### src/rtl/shift_normalizer_if.sv
`default_nettype none
// ============================================================================
//  Module   : shift_normalizer_if
//  Brief    : Valid/ready handshake bundle for the iterative normalizer.
//             master = producer/consumer side, slave = normalizer side.
//  Revision : 1.0
// ============================================================================
interface shift_normalizer_if #(
   parameter int WIDTH = 8,
   parameter int SW    = $clog2(WIDTH)
) ();
   logic             in_valid;
   logic             in_ready;
   logic [WIDTH-1:0] data_in;
   logic             dir;
   logic             out_valid;
   logic             out_ready;
   logic [WIDTH-1:0] data_out;
   logic [SW-1:0]    shift_amt;
   logic             zero;

   modport master (
      output in_valid, data_in, dir, out_ready,
      input  in_ready, out_valid, data_out, shift_amt, zero
   );

   modport slave (
      input  in_valid, data_in, dir, out_ready,
      output in_ready, out_valid, data_out, shift_amt, zero
   );
endinterface
`default_nettype wire

### src/rtl/shift_normalizer.sv
`default_nettype none
// ============================================================================
//  Module   : shift_normalizer
//  Brief    : Iterative normalizer. Shifts one bit per clock until the first
//             set bit reaches the MSB (dir=0) or LSB (dir=1); returns the
//             normalized word, the shift count and a zero-input flag.
//  Revision : 1.0
// ============================================================================
module shift_normalizer #(
   parameter int WIDTH = 8,
   parameter int SW    = $clog2(WIDTH)
) (
   input  wire logic          Clock,
   input  wire logic          Reset_n,
   shift_normalizer_if.slave  bus
);

   typedef enum logic [1:0] {
      IDLE  = 2'd0,
      SHIFT = 2'd1,
      DONE  = 2'd2
   } state_t;

   state_t           state;
   state_t           state_next;

   logic [WIDTH-1:0] work;
   logic [WIDTH-1:0] shifted;
   logic             dir_r;
   logic [SW-1:0]    cnt;
   logic [WIDTH-1:0] data_out_r;
   logic [SW-1:0]    shift_amt_r;
   logic             zero_r;

   logic             accept;
   logic             in_zero;
   logic             in_target;
   logic             sh_target;

   // A word is only ever accepted in IDLE; in_ready already encodes that.
   assign accept    = bus.in_valid && bus.in_ready;
   assign in_zero   = (bus.data_in == '0);
   assign in_target = bus.dir ? bus.data_in[0] : bus.data_in[WIDTH-1];
   assign shifted   = dir_r ? (work >> 1) : (work << 1);
   assign sh_target = dir_r ? shifted[0] : shifted[WIDTH-1];

   assign bus.data_out  = data_out_r;
   assign bus.shift_amt = shift_amt_r;
   assign bus.zero      = zero_r;

   // State register.
   always_ff @(posedge Clock or negedge Reset_n) begin
      if (!Reset_n) begin
         state <= IDLE;
      end else begin
         state <= state_next;
      end
   end

   // Next-state and handshake outputs; in_ready is held low during reset.
   always_comb begin
      state_next    = state;
      bus.in_ready  = 1'b0;
      bus.out_valid = 1'b0;
      case (state)
         IDLE: begin
            bus.in_ready = Reset_n;
            if (accept) begin
               state_next = (in_zero || in_target) ? DONE : SHIFT;
            end
         end
         SHIFT: begin
            if (sh_target) begin
               state_next = DONE;
            end
         end
         DONE: begin
            bus.out_valid = 1'b1;
            if (bus.out_ready) begin
               state_next = IDLE;
            end
         end
         default: state_next = IDLE;
      endcase
   end

   // Working register, count and result registers; results load only when
   // a word completes, so they hold their value across the handshake.
   always_ff @(posedge Clock or negedge Reset_n) begin
      if (!Reset_n) begin
         work        <= '0;
         dir_r       <= 1'b0;
         cnt         <= '0;
         data_out_r  <= '0;
         shift_amt_r <= '0;
         zero_r      <= 1'b0;
      end else begin
         case (state)
            IDLE: begin
               if (accept) begin
                  work  <= bus.data_in;
                  dir_r <= bus.dir;
                  cnt   <= '0;
                  if (in_zero || in_target) begin
                     data_out_r  <= bus.data_in;
                     shift_amt_r <= '0;
                     zero_r      <= in_zero;
                  end
               end
            end
            SHIFT: begin
               // Input is nonzero here, so the target is reached within
               // WIDTH-1 shifts and the count cannot wrap.
               work <= shifted;
               cnt  <= cnt + SW'(1);
               if (sh_target) begin
                  data_out_r  <= shifted;
                  shift_amt_r <= cnt + SW'(1);
                  zero_r      <= 1'b0;
               end
            end
            default: ;
         endcase
      end
   end

endmodule
`default_nettype wire
### src/flat_wrapper.sv
// flat-port wrapper written by rule: the top's interface ports become plain ports
module shift_normalizer_flat 
#(
   parameter int WIDTH = 8,
   parameter int SW    = $clog2(WIDTH)
)
  (Clock, Reset_n, bus_in_valid, bus_data_in, bus_dir, bus_out_ready, bus_in_ready, bus_out_valid, bus_data_out, bus_shift_amt, bus_zero);
  shift_normalizer_if #(.WIDTH(WIDTH), .SW(SW)) bus_i ();
  input  wire logic Clock;
  input  wire logic Reset_n;
  input wire logic [$bits(bus_i.in_valid)-1:0] bus_in_valid;
  input wire logic [$bits(bus_i.data_in)-1:0] bus_data_in;
  input wire logic [$bits(bus_i.dir)-1:0] bus_dir;
  input wire logic [$bits(bus_i.out_ready)-1:0] bus_out_ready;
  output wire logic [$bits(bus_i.in_ready)-1:0] bus_in_ready;
  output wire logic [$bits(bus_i.out_valid)-1:0] bus_out_valid;
  output wire logic [$bits(bus_i.data_out)-1:0] bus_data_out;
  output wire logic [$bits(bus_i.shift_amt)-1:0] bus_shift_amt;
  output wire logic [$bits(bus_i.zero)-1:0] bus_zero;
  assign bus_i.in_valid = bus_in_valid;
  assign bus_i.data_in = bus_data_in;
  assign bus_i.dir = bus_dir;
  assign bus_i.out_ready = bus_out_ready;
  assign bus_in_ready = bus_i.in_ready;
  assign bus_out_valid = bus_i.out_valid;
  assign bus_data_out = bus_i.data_out;
  assign bus_shift_amt = bus_i.shift_amt;
  assign bus_zero = bus_i.zero;
  shift_normalizer #(.WIDTH(WIDTH), .SW(SW)) u_core (.Clock(Clock), .Reset_n(Reset_n), .bus(bus_i));
endmodule
### config.mk
export PLATFORM = sky130hd
export DESIGN_NAME = shift_normalizer_flat
export DESIGN_NICKNAME = d
export VERILOG_FILES = /design/src/rtl/shift_normalizer_if.sv /design/src/rtl/shift_normalizer.sv /design/src/flat_wrapper.sv
export SDC_FILE = /design/constraint.sdc
export NUM_CORES = 1
export LEC_CHECK = 0
export ABC_AREA = 1
export CELL_PAD_IN_SITES_DETAIL_PLACEMENT = 1
export CELL_PAD_IN_SITES_GLOBAL_PLACEMENT = 2
export CORE_AREA = 3 3 91 50
export CTS_BUF_LIST = sky130_fd_sc_hd__clkbuf_2 sky130_fd_sc_hd__clkbuf_4 sky130_fd_sc_hd__clkbuf_8
export CTS_CLUSTER_DIAMETER = 50
export DETAILED_ROUTE_END_ITERATION = 6
export DIE_AREA = 0 0 94 53
export DONT_BUFFER_PORTS = 1
export PLACE_DENSITY_LB_ADDON = 0.1
export SLEW_MARGIN = 5
export SYNTH_ARGS = -nofsm -noshare
export SYNTH_HDL_FRONTEND = slang
export SYNTH_SLANG_ARGS = --single-unit
### constraint.sdc
create_clock -name Clock -period 1.5 [get_ports Clock]
set_input_delay 0.3 -clock Clock [delete_from_list [all_inputs] [get_ports Clock]]
set_output_delay 0.3 -clock Clock [all_outputs]
set_load 0.02 [all_outputs]
==> Word level (Yosys, flattened, before mapping) <==
Index checks and enable logic that the tools add are counted.
{ "word_totals": {"register_bits": 26, "in_bits": 13, "output_inout_bits": 14, "wordCells": 49} }
{ "classes": {"addsub": 1, "n_eq_ne": 6, "mux": 26, "n_reduce_logical": 9} }
{ "op_table": {"columns": ["cell", "n"], "rows": [
  ["$mux W8", 5],
  ["$pmux W8 S2", 2],
  ["$mux W3", 4],
  ["$pmux W3 S2", 2],
  ["$logic_not A8 Y1", 1],
  ["$mux W2", 4],
  ["$mux W1", 7],
  ["$ne A2 B1 Y1 const B", 3],
  ["$pmux W2 S3", 1],
  ["$reduce_and A2 Y1", 2],
  ["$reduce_and A4 Y1", 1],
  ["$add A3 B1 Y3 const B", 1],
  ["$reduce_and A3 Y1", 1],
  ["$eq A2 B1 Y1 const B", 1],
  ["$eq A2 B2 Y1 const B", 1],
  ["$logic_not A2 Y1", 1],
  ["$ne A2 B2 Y1 const B", 1],
  ["$pmux W1 S2", 1],
  ["$reduce_bool A2 Y1", 1],
  ["$logic_and A1 B1 Y1", 1],
  ["$logic_or A1 B1 Y1", 1]
]} }

==> Logic depth before layout (Yosys ltp) <==
{ "depth": {"word_depth": 5, "depth_mapped": 9, "depth_no_buf": 8} }

==> Worst setup path after synthesis <==
No wires, ideal clock.
{ "synth_path": {"path_type": "register -> register", "start": "reg u_core.state[1]", "end": "reg u_core.work[1]", "setup_time_ps": 130, "arrival_ps": 1326, "t_required_ps": 1370, "slack_ps": 44, "path_stages_with_launch": 6, "path_buffers": 1, "synth_period_minus_slack_ps": 1456, "cell_sequence": "dfrtp_1 nor3_2 nand2_2 nand2_4 buf_4 a31oi_1"} }
{ "synth_between": {"elab_chain_cells": 5, "elab_cells_between_ends": 8, "cone_classes": "eq/ne: 2; mux: 2; reduce/logical: 4"} }
{ "synth_lines": {"columns": ["element", "line_no", "rtl"], "rows": [
  ["start: declaration", "shift_normalizer.sv:24", "state_t state;"],
  ["start signal: assignment", "shift_normalizer.sv:56", "state <= state_next;"],
  ["$logic_not A2 Y1", "shift_normalizer.sv:65", "case (state)"],
  ["$mux W1", "shift_normalizer.sv:65", null],
  ["named net bus_in_ready", "flat_wrapper.sv:15", "output wire logic [$bits(bus_i.in_ready)-1:0] bus_in_ready;"],
  ["$logic_and A1 B1 Y1", "shift_normalizer.sv:41", "assign accept = bus.in_valid && bus.in_ready;"],
  ["$ne A2 B1 Y1 (no line)", null, null],
  ["$reduce_and A2 Y1 (no line)", null, null],
  ["end signal: assignment", "shift_normalizer.sv:101", "work <= bus.data_in;"],
  ["end signal: assignment", "shift_normalizer.sv:114", "work <= shifted;"],
  ["end: declaration", "shift_normalizer.sv:27", "logic [WIDTH-1:0] work;"]
]} }
The timed path passes the listed nets, and every way through them passes these cells.
A chain may end at the register's enable or synchronous reset.

==> Final worst setup path <==
{ "layout_path": {"start": "reg u_core.state[1]", "end": "out bus_in_ready"} }
{ "layout_between": {"elab_chain_cells": 2} }
{ "layout_lines": {"columns": ["element", "line_no"], "rows": [
  ["$logic_not A2 Y1", "shift_normalizer.sv:65"],
  ["$mux W1", "shift_normalizer.sv:65"],
  ["end: declaration", "flat_wrapper.sv:15"]
]} }
No other way between the ends.

==> metrics <==
vias=1170; Setup TNS Final=0 ns; Residual DRC=0; GRT Total Usage=15.9%; Vias/cell=4.88; # setup viols final=0; Cell Rows=16; Worst Skew=0.00340 ns; Final Cycle Share=97.5%; Yosys top cell area share=47.2%; final WL=3.66 mm; Startpoint Class=register; max_cap viols=0; Mean Syn Cell Area=7.65 sq um; setup bufs post-CTS=0; starting density of the core=36.2%; Layout fillers=474; Slew @ Worst Pin=0.308 ns; hold path endpoint=u_core.state[1]; required time of the critical path=1.20 ns; die height=53 um; core area=0.00380 sq mm; routed len/inst=15.3 um; initial antenna violation count=0; RR Startpoint=u_core.state[1]; Critical R2R Capture=u_core.bus.data_out[3]; Hold WC Path Type=in -> reg; area leader, netlist=dfrtp_1; drt first pass iters=4; Synth cell types=24; clk slew on worst S/H paths=0.09 ns; fmax=683 MHz; sequential area share after synthesis=47.2%; synthesized instance count=180; largest net degree at the start of global routing=27; Area contributors post-synth=dfrtp_1, nand2_1, inv_1; diode count=0; Post-DP HPWL=2.78 mm; Final min period=1.46 ns; Num Clock Sinks=26; final hold vios=0; syn nets=194; GRT overflow=0; fin. max-slew vios=0; share of layout cells above drive strength 1=15.1%; Area Growth Syn to Fin=14.6%; cell area after synthesis=0.00138 sq mm; Synth Register Bits=26; I/O pins=27; status=finished clean; CTS tree=done; first-pass GRT wire length=5.95 mm; Arrival @ worst endpoint=1.16 ns; Leakage=0.000828 uW; nature of the critical path endpoint=primary output; register-to-register path setup slack=0.10 ns; H-tree Lvls=1; Clock Tree Root=clkbuf_8; critical path fanouts, max=5; non-filler cells, final=240; Clock Latency Late Sink=0.27 ns; Peak VDD IR=0.000579 V; Pwr Density=2040 mW/mm^2; initial DRC count=26; port bufs=0; WHS Path Cells=3; Final #Nets=201; WS Path Type=reg -> out; Ys Warns=0; TritonCTS Buffers=3; die width=94 um; die area=0.00498 sq mm; fin util=41.5%; post-route ant nets=0; R2R cell count=6; CTS Buffer Depth=2; GPL Wtd Cong=0.755; placed cells=234; relative slew slack=79.3%; Hold Startpoint=bus_out_ready; vias in the first global route=1186
-- registers in the layout, indices dropped and copies added, names as in the netlist --
name                  count
u_core.bus.zero           1
u_core.work               8
u_core.state              2
u_core.cnt                3
u_core.dir_r              1
u_core.bus.data_out       8
u_core.bus.shift_amt      3
-- worst max-delay path, stage by stage, from the launching register on --
cell and delay (ns):
dfrtp_2 0.49, nor3_4 0.23, buf_4 0.17
-- placed cells by master (no fill, tap or decap), types with 2 or more instances in the layout --
cell	n
inv_2	2
nand3_1	6
nand2_1	71
dfrtp_2	2
o211ai_1	5
dfrtp_1	24
nand4_1	11
nor2_1	7
o21ai_1	3
inv_4	2
clkbuf_8	3
inv_1	18
buf_4	8
o21ai_0	8
-- area by class of cell --
class / instances / area (sq um) / area share (%)
Inverter: 22 / 87.6 / 5.55
Multi-Input combinational cell: 124 / 609 / 38.6
Timing Repair Buffer: 10 / 90.1 / 5.71
Tap cell: 54 / 67.6 / 4.28
Clock inverter: 1 / 30.0 / 1.90
Clock buffer: 3 / 41.3 / 2.61
Sequential cell: 26 / 653 / 41.4
-- worst max path at each step --
| stage | startpoint | end | slack, ns | depth (start not counted) |
|---|---|---|---|---|
| after floorplan | u_core.state[1] | u_core.work[1] | 0.04 | 5 |
| after global placement | u_core.state[1] | u_core.bus.data_out[7] | 0.005 | 5 |
| after detailed placement | u_core.state[0] | u_core.bus.data_out[7] | 0.02 | 6 |
| after CTS | u_core.state[0] | u_core.bus.data_out[6] | 0.03 | 8 |
| after global routing | u_core.state[1] | bus_in_ready | -0.03 | 2 |
| final | u_core.state[1] | bus_in_ready | 0.04 | 2 |
-- Yosys cell counts (all sizes together) --
cell / instances
nand2: 73
dfrtp: 26
inv: 22
o21ai: 12
nand4: 11
nor2: 9
nand3: 8
buf: 7
o211ai: 5
nor3: 2
a21oi: 1
a31o: 1
a31oi: 1
clkbuf: 1
ha: 1
-- kinds of logic (layout without fill, tap and decap cells) --
logic type,count (synthesis),count (layout),share of synthesized area [%]
AOI/OAI and AO/OA,20,20,8.54
adders and majority gates,1,1,0.908
buffers and inverters,30,36,9.99
DFF,26,26,47.2
and+or+nand+nor,103,103,33.3
-- metal layers --
metal | up-vias | global-route usage, % | wire length [um]
li1 | 589 | - | -
met1 | 551 | 23.9 | 1900
met2 | 28 | 22.3 | 1520
met3 | 2 | 5.54 | 238
met4 | 0 | 1.68 | 4
met5 | - | 0 | 0
-- through the flow --
step	hold slack [ns]	total power, uW	setup slack (ns)	cell area (sq um)
after CTS	0.185	3210	0.0263	1550
after global placement	0.00502	2540	0.00475	1450
after floorplan	0.00441	2250	0.0441	1380
after detailed placement	0.00506	2570	0.0196	1450
final	0.200	3220	0.0369	1580
after global routing	0.205	3510	-0.0256	1580
-- power breakdown --
| group | internal, uW | switching [uW] | leakage (uW) |
|---|---|---|---|
| Sequential | 1000 | 389 | 0.000326 |
| Clock | 357 | 232 | 0.0000357 |
| Combinational | 432 | 811 | 0.000467 |
| Total | 1790 | 1430 | 0.000828 |
-- what timing repair did --
item,in CTS,in global routing
gates cloned,0,0
hold buffers,2,0
endpoints found under the setup margin,2,16
hold endpoints to repair,26,0
pin swaps,0,1
resized for setup,2,10
(Power assumes the default switching activity.)
